[config.mk]
export PLATFORM = sky130hd
export DESIGN_NAME = event_packet_fifo
export DESIGN_NICKNAME = d
export VERILOG_FILES = /design/src/rtl/arbiter_pkg.sv /design/src/rtl/sync_fifo_fwft.sv /design/src/rtl/event_packet_fifo.sv
export SDC_FILE = /design/constraint.sdc
export NUM_CORES = 1
export LEC_CHECK = 0
export ABC_AREA = 1
export CORE_UTILIZATION = 55
export CTS_BUF_LIST = sky130_fd_sc_hd__clkbuf_16
export CTS_CLUSTER_DIAMETER = 80
export DETAILED_ROUTE_END_ITERATION = 6
export PLACE_DENSITY = 0.72
export SYNTH_ARGS = -nofsm -noshare
export SYNTH_HDL_FRONTEND = slang
export SYNTH_HIERARCHICAL = 1
export SYNTH_SLANG_ARGS = --single-unit
[constraint.sdc]
create_clock -name clk_i -period 9 [get_ports clk_i]
set_clock_uncertainty 0.1 [all_clocks]
set_input_delay 0.9 -clock clk_i [delete_from_list [all_inputs] [get_ports clk_i]]
set_output_delay 0.9 -clock clk_i [all_outputs]
set_load 0.01 [all_outputs]
[src/rtl/arbiter_pkg.sv]
`default_nettype none
// ============================================================================
// Module      : arbiter_pkg
// Description : Shared widths, FIFO sizing, polarity codes and the packed
//               event word layout for the pixel-array arbiter datapath.
// Revision    : 1.0 - initial release
// ============================================================================
package arbiter_pkg;

    localparam int SIZE       = 32;  // timestamp width
    localparam int ROW_ADD    = 3;
    localparam int COL_ADD    = 3;
    localparam int POLARITY   = 2;
    localparam int WIDTH      = SIZE + ROW_ADD + COL_ADD + 1;

    localparam int FIFO_DEPTH = 16;
    localparam int DROP_W     = 16;
    localparam int PTR_W      = $clog2(FIFO_DEPTH);

    localparam logic [POLARITY-1:0] POL_ON  = 2'b10;
    localparam logic [POLARITY-1:0] POL_OFF = 2'b01;

    // Event word, MSB first: timestamp, row, column, ON/OFF flag.
    typedef struct packed {
        logic [SIZE-1:0]    ts;
        logic [ROW_ADD-1:0] row;
        logic [COL_ADD-1:0] col;
        logic               pol;
    } event_t;

endpackage
`default_nettype wire

[src/rtl/sync_fifo_fwft.sv]
`default_nettype none
// ============================================================================
// Module      : sync_fifo_fwft
// Description : Single-clock first-word-fall-through FIFO. Pointers carry an
//               extra wrap bit so full and empty are distinguished without
//               a separate occupancy register.
// Revision    : 1.0 - initial release
// ============================================================================
module sync_fifo_fwft #(
    parameter int WIDTH = 39,
    parameter int DEPTH = 16
) (
    input  logic                     i_clk,
    input  logic                     i_rst_n,
    input  logic                     i_push,
    input  logic [WIDTH-1:0]         i_push_data,
    input  logic                     i_pop,
    output logic [WIDTH-1:0]         o_rd_data,
    output logic [$clog2(DEPTH):0]   o_count,
    output logic                     o_full,
    output logic                     o_empty
);

    localparam int                 c_ptr_w   = $clog2(DEPTH);
    localparam logic [c_ptr_w:0]   c_ptr_one = 1;

    logic [WIDTH-1:0] r_mem [DEPTH];
    logic [c_ptr_w:0] r_wr_ptr;
    logic [c_ptr_w:0] r_rd_ptr;
    logic             w_do_push;
    logic             w_do_pop;

    assign o_full  = (r_wr_ptr[c_ptr_w] != r_rd_ptr[c_ptr_w]) &&
                     (r_wr_ptr[c_ptr_w-1:0] == r_rd_ptr[c_ptr_w-1:0]);
    assign o_empty = (r_wr_ptr == r_rd_ptr);
    assign o_count = r_wr_ptr - r_rd_ptr;

    // Guard against overflow/underflow even if the caller misbehaves.
    assign w_do_push = i_push & ~o_full;
    assign w_do_pop  = i_pop  & ~o_empty;

    // Head entry falls straight through to the output.
    assign o_rd_data = r_mem[r_rd_ptr[c_ptr_w-1:0]];

    // Storage has no reset: stale contents are unreachable once pointers clear.
    always_ff @(posedge i_clk) begin
        if (w_do_push) begin
            r_mem[r_wr_ptr[c_ptr_w-1:0]] <= i_push_data;
        end
    end

    // Pointer advance; push and pop may happen in the same cycle.
    always_ff @(posedge i_clk or negedge i_rst_n) begin
        if (!i_rst_n) begin
            r_wr_ptr <= '0;
            r_rd_ptr <= '0;
        end else begin
            if (w_do_push) r_wr_ptr <= r_wr_ptr + c_ptr_one;
            if (w_do_pop)  r_rd_ptr <= r_rd_ptr + c_ptr_one;
        end
    end

endmodule
`default_nettype wire

[src/rtl/event_packet_fifo.sv]
`default_nettype none
// ============================================================================
// Module      : event_packet_fifo
// Description : Timestamps granted pixel events, packs them into event words
//               and buffers them in a FWFT FIFO drained over valid/ready.
//               Invalid polarities and events offered while full are counted.
// Revision    : 1.0 - initial release
// ============================================================================
module event_packet_fifo
    import arbiter_pkg::*;
#(
    parameter int FIFO_DEPTH = arbiter_pkg::FIFO_DEPTH,
    parameter int DROP_W     = arbiter_pkg::DROP_W
) (
    input  logic                          clk_i,
    input  logic                          reset_i,
    input  logic                          ts_clear_i,
    input  logic                          evt_valid_i,
    output logic                          evt_ready_o,
    input  logic [ROW_ADD-1:0]            row_add_i,
    input  logic [COL_ADD-1:0]            col_add_i,
    input  logic [POLARITY-1:0]           polarity_i,
    output logic                          pkt_valid_o,
    input  logic                          pkt_ready_i,
    output logic [WIDTH-1:0]              pkt_data_o,
    output logic [$clog2(FIFO_DEPTH):0]   fifo_count_o,
    output logic                          full_o,
    output logic                          empty_o,
    output logic [DROP_W-1:0]             drop_cnt_o
);

    if ($bits(event_t) != WIDTH) begin : g_event_width_check
        $error("event_t width does not match WIDTH");
    end

    logic [SIZE-1:0]   r_ts;
    logic [DROP_W-1:0] r_drop_cnt;
    logic              w_pol_ok;
    logic              w_accept;
    logic              w_push;
    logic              w_pop;
    logic              w_drop;
    event_t            w_evt;

    // Ready depends only on registered occupancy, never on the consumer.
    assign evt_ready_o = ~full_o;
    assign w_accept    = evt_valid_i & evt_ready_o;
    assign w_pol_ok    = (polarity_i == POL_ON) || (polarity_i == POL_OFF);
    assign w_push      = w_accept & w_pol_ok;
    // Lost events: bad polarity on an accepted handshake, or any offer while full.
    assign w_drop      = evt_valid_i & (full_o | ~w_pol_ok);

    assign pkt_valid_o = ~empty_o;
    assign w_pop       = pkt_valid_o & pkt_ready_i;
    assign drop_cnt_o  = r_drop_cnt;

    assign w_evt.ts  = r_ts;
    assign w_evt.row = row_add_i;
    assign w_evt.col = col_add_i;
    assign w_evt.pol = polarity_i[1];

    // Free-running timestamp; clear has priority over increment.
    always_ff @(posedge clk_i or negedge reset_i) begin
        if (!reset_i) begin
            r_ts <= '0;
        end else if (ts_clear_i) begin
            r_ts <= '0;
        end else begin
            r_ts <= r_ts + SIZE'(1);
        end
    end

    // Saturating count of discarded events.
    always_ff @(posedge clk_i or negedge reset_i) begin
        if (!reset_i) begin
            r_drop_cnt <= '0;
        end else if (w_drop && (r_drop_cnt != '1)) begin
            r_drop_cnt <= r_drop_cnt + DROP_W'(1);
        end
    end

    sync_fifo_fwft #(
        .WIDTH (WIDTH),
        .DEPTH (FIFO_DEPTH)
    ) u_fifo (
        .i_clk       (clk_i),
        .i_rst_n     (reset_i),
        .i_push      (w_push),
        .i_push_data (w_evt),
        .i_pop       (w_pop),
        .o_rd_data   (pkt_data_o),
        .o_count     (fifo_count_o),
        .o_full      (full_o),
        .o_empty     (empty_o)
    );

endmodule
`default_nettype wire

==> results.cfg <==
[grt]
grt_pass1_wl_um = 107500
grt_start_max_net_pins = 186
grt_pass1_vias = 20120
gr-usage-all-layers = 0.2452
grt_antenna_before_repair = 0
overflow = 0

[sta]
timing.final.max_slew_violations = 0
worstMarginPinSlew_ns = 1.138
final.setup.tns_ns = 0
fin_crit_ns = 5.490
slew_headroom = 0.2411
layout_setup_ws_ns = 3.510
rsz0062_at_grt = no
setup_viol = 0
period_share = 0.6101
fmax_ghz = 0.1821
hold_viol = 0

[detailed_routing]
dr.pass1.iters = 5
antenna_left = 0
vias_per_cell = 5.181
wl_per_cell_um = 17.11
wl_um = 68970
drcViolationCount = 0
vias = 20880
drt_iter0_drc = 1887

[clock_network]
cts-hold-fix-buffers = 0
numCtsBuffers = 71
cts.repair.resized = 0
htreeDepth = 3
clock_latency_ns = 0.59
clock_path_buffers = 3
cts_setup_buffers = 0
cts.sinks = 682
tritoncts = done
path_clk_slew_ns = 0.06
cts_root_buf = clkbuf_16

[worst_setup_path]
required_ns = 8.00
worst_setup_path_start_kind = flop
crit_path_end_kind = primary output
path_class = reg -> out
crit_arrival_ns = 4.49
cp_max_fo = 103

[pwr]
p_total_uw = 9760
ir_worst_vdd_uv = 232.5
pwr_density_cell_nw_per_um2 = 285.3
p_leak_uw = 0.01504

[layout]
final_util = 0.6197
fillerInstances = 4280
layout-drive-gt1-share = 0.04966
nets = 3252
area_delta_synth_final_pct = 11.32
antenna_cells = 0

[run]
max-cap-violations = 0

[yosys]
syn_area_um2 = 30730
synthArstFlopShare = 0.08504
synth_area_per_cell_um2 = 9.664
syn_nets = 3205
syn_inst = 3180
synth_edf_count = 624
ys_dominant_reg_cell = edfxtp_1
synth_cell_types = 31
yosys.area.top_type = edfxtp_1
synth_top_area_share = 0.6097
ys_ff_latch = 682
ys_top_cells_by_area = edfxtp_1, nand2_1, inv_1, nand3_1, dfrtp_1
seq_area_frac_synth = 0.6569
synth-warning-count = 6

[place]
pre_cts_ws_ns = 4.221
routabilityCongestion = 0.8452
dp_hpwl_um = 36450
port_buffers = 76

[status]
outcome = finished clean

[floorplan]
die-area_um2 = 56830
die_h_um = 238.4
rows = 86
ios = 77
die_w_um = 238.4
initial_core_util = 0.5567
core_um2 = 55200

[hold_path]
hold_class = in -> async
[synthesized netlist by cell type, drive strengths merged (2+ instances only)]
cell / instances
a21oi: 23
and2: 2
buf: 116
clkbuf: 16
dfrtp: 58
edfxtp: 624
ha: 11
inv: 635
nand2: 1121
nand3: 417
nand4: 3
nor2: 108
nor3: 2
o21ai: 15
o21bai: 2
xnor2: 6
xor2: 16
[cell families (layout without fill, tap and decap cells)]
| family | count (synthesis) | in the layout | synth area share |
|---|---|---|---|
| xor+xnor | 22 | 22 | 0.006270 |
| compound gates | 40 | 40 | 0.006677 |
| fa+ha+maj | 12 | 12 | 0.005130 |
| buf+inv | 767 | 869 | 0.1037 |
| simple gates | 1657 | 1657 | 0.2213 |
| flops | 682 | 682 | 0.6569 |
[layer usage]
metal	global-route usage	up-vias	share of wire
li1	-	10060	-
met1	0.3199	9964	0.41
met2	0.4158	721	0.49
met3	0.03297	131	0.067
met4	0.09887	0	0.029
met5	0	-	0
[state kept, by name (all words and copies together) (netlist names)]
| signal | count |
|---|---|
| u_fifo/r_mem | 624 |
| r_ts | 32 |
| drop_cnt_o | 16 |
| u_fifo/r_rd_ptr | 5 |
| u_fifo/r_wr_ptr | 5 |
[metrics by stage]
| stage | hold WS, ns | std cells | cell area [um^2] |
|---|---|---|---|
| after floorplan | 0.3911 | 3180 | 30730 |
| after global placement | 0.4043 | 3902 | 31990 |
| after detailed placement | 0.4287 | 3902 | 31990 |
| after CTS | 0.3846 | 4030 | 34210 |
| after global routing | 0.4169 | 4030 | 34210 |
| final | 0.3681 | 4030 | 34210 |
[placed cells by master, fill, tap and decap left out, drive strengths merged]
master / netlist / layout
edfxtp: 624 / 624
nand2: 1121 / 1121
a21oi: 23 / 23
o21ai: 15 / 15
clkinv: 0 / 25
clkinvlp: 0 / 3
clkdlybuf4s50: 0 / 75
clkbuf: 16 / 73
inv: 635 / 657
or2: 1 / 1
fa: 1 / 1
dfrtp: 58 / 58
o21bai: 2 / 2
buf: 116 / 31
nand3: 417 / 417
and3: 1 / 1
xor2: 16 / 16
bufinv: 0 / 5
and2: 2 / 2
xnor2: 6 / 6
nor2: 108 / 108
nor3b: 1 / 1
nor3: 2 / 2
ha: 11 / 11
nand4: 3 / 3
nand3b: 1 / 1
[layout make-up]
class                   instances  area [um^2]  area share
clock buffers                  73         1827     0.05340
clock inverters                55        390.4     0.01141
inverters                     635         2396     0.07004
multi-input cells            1731         7482      0.2187
flip-flops and latches        682        20200      0.5904
well taps                     748        935.9     0.02736
repair buffers                106        980.9     0.02867
[where the power goes]
part	leakage (uW)	internal [uW]	switching, uW
clock network	0.00115	1620	1170
logic	0.00688	1140	2080
registers	0.00701	3600	153
[critical path: stages, from the launching register on]
cell and delay, ns:
dfrtp_4 0.76, buf_4 0.81, buf_4 0.95, nand2_1 0.11
nand2_1 0.11, nand2_1 0.05, nand3_1 0.10, nand3_1 0.09
nand2_1 0.19, clkdlybuf4s50_1 0.57
[path summary, 6_finish.rpt]
check                      slack (ns)  cells after the start                           start                              to
min in group clk_i               0.45                      2  u_fifo/r_rd_ptr[3]$_DFFE_PN0P_  u_fifo/r_rd_ptr[3]$_DFFE_PN0P_
max reg2reg                      4.26                     14  u_fifo/r_rd_ptr[1]$_DFFE_PN0P_   u_fifo/r_mem[1][25]$_DFFE_PP_
max                              3.51                      9  u_fifo/r_rd_ptr[0]$_DFFE_PN0P_                  pkt_data_o[18]
min reg2reg                      0.45                      2  u_fifo/r_rd_ptr[3]$_DFFE_PN0P_  u_fifo/r_rd_ptr[3]$_DFFE_PN0P_
max in group asynchronous        7.77                      2                         reset_i  u_fifo/r_rd_ptr[1]$_DFFE_PN0P_
min                              0.37                      2                         reset_i       drop_cnt_o[5]$_DFFE_PN0P_
Note: power is estimated with default switching activity, not from simulation.
